File: src/rtl/njp_seq_mult.sv
`default_nettype none
// ============================================================================
//  Module   : njp_seq_mult
//  Purpose  : Parametrised sequential shift-add multiplier with start/busy/
//             done handshake, runtime signed/unsigned mode and held product.
//  Revision : 1.0  initial release
// ============================================================================
module njp_seq_mult #(
  parameter int WIDTH     = 4,
  parameter bit SIGNED_EN = 1'b1
) (
  input  logic                 clk,
  input  logic                 rst_n,
  input  logic                 start,
  input  logic                 signed_mode,
  input  logic [WIDTH-1:0]     a,
  input  logic [WIDTH-1:0]     b,
  output logic                 busy,
  output logic                 done,
  output logic [2*WIDTH-1:0]   product
);

  localparam int PW = 2 * WIDTH;
  localparam int CW = $clog2(WIDTH + 1);

  localparam logic [2:0] ST_IDLE = 3'd0;
  localparam logic [2:0] ST_LOAD = 3'd1;
  localparam logic [2:0] ST_CALC = 3'd2;
  localparam logic [2:0] ST_FIX  = 3'd3;
  localparam logic [2:0] ST_DONE = 3'd4;

  logic [2:0]       state;
  logic [2:0]       state_nxt;
  logic             accept;
  logic             sign_sel;
  logic [WIDTH-1:0] a_q;
  logic [WIDTH-1:0] b_q;
  logic             sm_q;
  logic             sa;
  logic             sb;
  logic [WIDTH-1:0] abs_a;
  logic [WIDTH-1:0] abs_b;
  logic [PW-1:0]    mcand;
  logic [WIDTH-1:0] mplr;
  logic [PW-1:0]    acc;
  logic [PW-1:0]    acc_neg;
  logic [CW-1:0]    cnt;
  logic             neg;

  // Sign handling is compiled out entirely when signed support is disabled.
  generate
    if (SIGNED_EN) begin : g_signed
      assign sign_sel = signed_mode;
    end else begin : g_unsigned
      assign sign_sel = signed_mode & 1'b0;
    end
  endgenerate

  // A request is only taken while the engine is idle or just finished.
  assign accept = start && ((state == ST_IDLE) || (state == ST_DONE));

  // Magnitudes fit in WIDTH bits unsigned, including the most negative value.
  assign sa      = sm_q & a_q[WIDTH-1];
  assign sb      = sm_q & b_q[WIDTH-1];
  assign abs_a   = sa ? (~a_q + WIDTH'(1)) : a_q;
  assign abs_b   = sb ? (~b_q + WIDTH'(1)) : b_q;
  assign acc_neg = ~acc + PW'(1);

  // State register.
  always_ff @(posedge clk) begin
    if (!rst_n) state <= ST_IDLE;
    else        state <= state_nxt;
  end

  // Next-state logic: fixed WIDTH iterations, no early exit.
  always_comb begin
    state_nxt = state;
    case (state)
      ST_IDLE: if (start) state_nxt = ST_LOAD;
      ST_LOAD: state_nxt = ST_CALC;
      ST_CALC: if (cnt == CW'(WIDTH - 1)) state_nxt = ST_FIX;
      ST_FIX:  state_nxt = ST_DONE;
      ST_DONE: state_nxt = start ? ST_LOAD : ST_IDLE;
      default: state_nxt = ST_IDLE;
    endcase
  end

  // Status outputs decoded from state.
  always_comb begin
    busy = (state == ST_LOAD) || (state == ST_CALC) || (state == ST_FIX);
    done = (state == ST_DONE);
  end

  // Operand capture and shift/accumulate datapath. The accumulator never
  // exceeds (2^WIDTH-1)^2, so 2*WIDTH bits hold every partial sum.
  always_ff @(posedge clk) begin
    if (!rst_n) begin
      a_q     <= '0;
      b_q     <= '0;
      sm_q    <= 1'b0;
      mcand   <= '0;
      mplr    <= '0;
      acc     <= '0;
      cnt     <= '0;
      neg     <= 1'b0;
      product <= '0;
    end else begin
      if (accept) begin
        a_q  <= a;
        b_q  <= b;
        sm_q <= sign_sel;
      end
      case (state)
        ST_LOAD: begin
          mcand <= {{(PW - WIDTH){1'b0}}, abs_a};
          mplr  <= abs_b;
          neg   <= sa ^ sb;
          acc   <= '0;
          cnt   <= '0;
        end
        ST_CALC: begin
          if (mplr[0]) acc <= acc + mcand;
          mcand <= mcand << 1;
          mplr  <= mplr >> 1;
          cnt   <= cnt + CW'(1);
        end
        ST_FIX: begin
          // Negating zero yields zero, so no negative-zero case exists.
          product <= neg ? acc_neg : acc;
        end
        default: ;
      endcase
    end
  end

endmodule
`default_nettype wire
File: config.mk
export PLATFORM = sky130hd
export DESIGN_NAME = njp_seq_mult
export DESIGN_NICKNAME = d
export VERILOG_FILES = /design/src/rtl/njp_seq_mult.sv
export SDC_FILE = /design/constraint.sdc
export NUM_CORES = 1
export LEC_CHECK = 0
export ABC_CLOCK_PERIOD_IN_PS = 2400
export CORE_ASPECT_RATIO = 0.75
export CORE_MARGIN = 4
export CORE_UTILIZATION = 57
export CTS_CLUSTER_SIZE = 12
export DETAILED_ROUTE_END_ITERATION = 8
export PLACE_DENSITY = 0.79
export SYNTH_ARGS = -nofsm -noshare
export SYNTH_HDL_FRONTEND = slang
export SYNTH_SLANG_ARGS = --single-unit
File: constraint.sdc
create_clock -name clk -period 2.4 [get_ports clk]
set_input_delay 0.48 -clock clk [delete_from_list [all_inputs] [get_ports clk]]
set_output_delay 0.48 -clock clk [all_outputs]
set_load 0.02 [all_outputs]
Yosys cells after proc, flatten, opt, wreduce, memory -nomap -nowiden
Cells that the tools add are included.
Operators by class
  equal/unequal tests: 8
  muxes and demuxes: 12
  reduce and logical (&&, ||, !) cells: 8
  bitwise operators: 6
  add/sub/neg operators: 5
Operators with widths (number)
  one-hot mux 8 bit (2 select lines): 2
  two-way mux 8 bit: 2
  one-hot mux 3 bit (5 select lines): 1
  == test 3 x 2 -> 1 bit (second input constant): 3
  adder 4 x 1 -> 4 bit (second input constant): 2
  adder 8 x 1 -> 8 bit (second input constant): 1
  adder 8 bit: 1
  two-way mux 4 bit: 2
  inverter 4 bit: 2
  inverter 8 bit: 1
  one-hot mux 4 bit (2 select lines): 1
  two-way mux 3 bit: 2
  != test 2 bit (second input constant): 3
  one-hot mux 3 bit (2 select lines): 1
  AND reduction 2 bit: 2
  adder 3 x 1 -> 3 bit (second input constant): 1
  == test 3 x 1 -> 1 bit (second input constant): 1
  == test 3 bit (second input constant): 1
  zero test 3 bit: 1
  logical OR 1 bit: 3
  AND 1 bit: 2
  nonzero test 2 bit: 1
  logical AND 1 bit: 1
  two-way mux 1 bit: 1
  XOR 1 bit: 1
Storage, ports and cells
  output and inout port bits: 10
  input bits: 12
  register bits: 44
  logic and storage cells: 49

Logic depth before layout (Yosys ltp)
  word-level depth: 4
  depth in mapped cells: 7

Least setup slack after synthesis
Ideal clock, no wire load.
  kind: reg2reg
  from: register acc[0]
  to: register acc[6]
  path slack: 0.626 ns
  arrival: 1.695 ns
  cell stages (with the launch flop): 8
  buffers on the path: 0
  period minus slack after synthesis: 1.774 ns
  setup time: 0.079 ns
  required time: 2.321 ns
  path through: dfxtp_1 > ha_1 > fa_1 > a211oi_1 > o21bai_1 > a21oi_1 > nand4_1 > o211ai_1
Between the ends
  word-level cells in the longest chain between the ends: 3
RTL lines
  from (decl): RTL line 45  | logic [PW-1:0] acc;
  from (signal assigned): RTL line 122  | if (mplr[0]) acc <= acc + mcand;
  adder 8 bit: RTL line 122
  two-way mux 8 bit: RTL line 122
  one-hot mux 8 bit (2 select lines): RTL line 113  | case (state)
Every way passes these cells. The select of a mux whose other input is x is not followed.
A chain may end at the register's enable or synchronous reset.

Worst setup path in the final report
  from: register state[1]
  to: output done
Between the ends
  word-level cells in the longest chain between the ends: 1
RTL lines
  from (decl): RTL line 32  | logic [2:0] state;
  from (signal assigned): RTL line 72  | else state <= state_nxt;
  == test 3 bit: RTL line 91  | done = (state == ST_DONE);
  to (decl): RTL line 19  | output logic done,
Every way passes these cells.

==> out/qor.txt <==
Top-count cell post-synth: dfxtp_1
Logic pwr share: 9.4%
Routed Antenna Nets: 0
Vias per std cell: 5.71
Ant diodes: 0
Yosys reg bits: 44
Final setup skew: 0.00860 ns
Netlist cell types: 45
Post-CTS Setup Bufs: 0
Net load switching power: 0.359 mW
Initial DRC Count: 120
Outcome: finished clean
Number of global-route vias before repair: 1708
CTS max path bufs: 2
Pin slew with the least headroom to its limit: 0.632 ns
Leak: 1.04 nW
IO Count: 22
Die width: 81.6 um
H-tree levels: 2
Async S/R FF share, synth: 0%
CTS tree: built
Global placement routability congestion: 0.897
Mapped Cells: 260
First-pass GRT wire length: 8180 um
Hold Startpoint: mplr[0]$_SDFFE_PN0P_
Top_reg_cell synth: dfxtp_1
Commonest cells in the netlist: dfxtp_1, nand2_1, nor2b_1
Synth Area per Inst: 8.90 um^2
WHS Path Cells: 2
Worst reg2reg startpoint: acc[0]$_SDFFE_PN0P_
Core Region: 0.00378 mm^2
Sw Ratio: 23.7%
Slowest CP cell: clkdlybuf4s50_1
CTS Root Buffer Type: clkbuf_8
Critical path fanouts, max: 6
Worst hold-check path type: reg2reg
DR WL/cell: 14.3 um
Initial Utilization: 61.2%
Crit path cell chain: nor2_1 > and2_1 > clkdlybuf4s50_1
R2R cell count: 7
Worst Path Required: 1.92 ns
Reg power frac: 51.0%
Top delay family on crit path: buffers and inverters
Setup violators final: 0
Internal: 1.16 mW
Peak supply drop: 0.000425 V
Die H: 63.2 um
Max incr delay on CP: 0.59 ns
Cell Area, Synth: 0.00231 mm^2
Seq/Total Area, Yosys: 38.1%
DRC: 0
Critical path arrival: 1.62 ns
Clk pin slew, worst setup/hold paths: 0.09 ns
Final nets: 302
Detailed placement HPWL: 3380 um
Clock share of power: 39.6%
CTS Buf Count: 5
Buffers on Ports: 21
Initial antenna violation count: 0
Worst setup SP type: flip-flop
Fill cells: 304
Tmin final: 2.10 ns
Sequential cell area: 881 um^2
Area occupied by multi-input gates: 0.00134 mm^2
Vias after detailed routing: 1884
Total grt overflow: 0
Setup TNS: 0 ns
Final hold violation count: 0
Slew HR: 57.8%
Post-CTS Hold Fix Bufs: 0
Die footprint: 0.00515 mm^2
Mapped Nets: 285
Setup crit start: state[1]$_SDFFE_PN0P_
Critical path type: reg2out
Share of layout cells above drive strength 1: 6.12%
EDFF count, synth: 0
DRT Pass-1 Iters: 4
Buffers & Inverters on Critical Path: 1
Row count: 19
Max-cap check violation count: 0
CP endpoint kind: output port
RSZ-0062 raised after global routing: false
Clock Latency Late Sink: 0.30 ns
Crit share post-route: 87.4%
Area growth syn-to-layout: 15.3%
Pin count of the biggest net entering global routing: 50
GRT Resource Usage Total: 19.7%
Post-synth top area share: 38.1%
Area leader, netlist: dfxtp_1
PwrDens: 569 mW/mm^2
Final core occ: 70.6%
# resized after CTS: 0
Yosys warns: 0
WL final: 4720 um
Critical Path Stages: 3
Clk sinks: 44
Max Clk Rate: 0.477 GHz
Top post-synthesis cells by area: dfxtp_1, ha_1, nand2_1
Slew Limit Fails: 0
metal layers:
layer | global-route usage [%] | part of all wire [%]
met5 | 0 | 0
met2 | 27.3 | 41
met3 | 3.99 | 5.0
met1 | 29.9 | 52
met4 | 6.75 | 1.6
registers in the layout (all words and copies together), names as in the netlist:
signal,count
a_q,4
acc,8
b_q,4
cnt,3
mcand,8
mplr,4
neg,1
product,8
sm_q,1
state,3
layout make-up:
| type | instances | area share, % |
|---|---|---|
| clock inverters | 2 | 1.45 |
| well taps | 52 | 2.44 |
| multi-input cells | 195 | 50.3 |
| clock buffers | 6 | 3.10 |
| flip-flops and latches | 44 | 33.0 |
| inverters | 7 | 0.985 |
| repair buffers | 24 | 8.72 |
per-stage QoR:
step	hold WS [ns]	power (mW)	area (um^2)	std cells	setup WS, ns
2_1_floorplan	0.444	0.880	2310	260	0.626
3_3_place_gp	0.455	0.931	2550	322	0.533
3_5_place_dp	0.462	0.933	2550	322	0.441
4_1_cts	0.473	1.52	2670	330	0.298
5_1_grt	0.521	1.58	2670	330	0.207
6_report	0.471	1.52	2670	330	0.302
power groups by stage:
stage / combinational (mW) / clock (mW) / sequential (mW)
5_1_grt: 0.161 / 0.644 / 0.776
2_1_floorplan: 0.0933 / 0 / 0.786
3_5_place_dp: 0.143 / 0 / 0.790
6_report: 0.143 / 0.601 / 0.773
3_3_place_gp: 0.142 / 0 / 0.789
4_1_cts: 0.143 / 0.607 / 0.773
kinds of logic (layout without fill, tap and decap cells):
kind of cell,after synthesis,after routing,share of synthesized area (%)
AO/OA/AOI/OAI,74,74,22.9
XOR/XNOR,12,12,4.54
adder cells (fa/ha/maj),13,13,7.36
buffers and inverters,21,39,3.95
flip-flops,44,44,38.1
multiplexers,2,2,0.865
AND/OR/NAND/NOR,94,94,22.3
layout by cell type, fill, tap and decap left out, drive strengths merged, types with 6 or more instances in the layout:
cell,synthesis,final
a21boi,14,14
a21oi,9,9
a22oi,13,13
and2,7,7
clkbuf,9,6
clkdlybuf4s50,0,21
dfxtp,44,44
ha,12,12
inv,7,7
nand2,35,35
nand3,6,6
nor2,7,7
nor2b,21,21
o21ai,9,9
xnor2,6,6
xor2,6,6
tightest hold or removal path: cells and delay by family, from the launching register on:
kind / cells / cell delay (ns)
DFF: 1 / 0.32
and+or+nand+nor: 1 / 0.05
AOI/OAI and AO/OA: 1 / 0.06
final timing paths:
path | slack, ns | to
setup / recovery | 0.30 | done
hold / removal | 0.47 | mplr[0]$_SDFFE_PN0P_
setup reg to reg | 0.40 | acc[6]$_SDFFE_PN0P_
hold reg to reg | 0.47 | mplr[0]$_SDFFE_PN0P_
(Power assumes the default switching activity.)
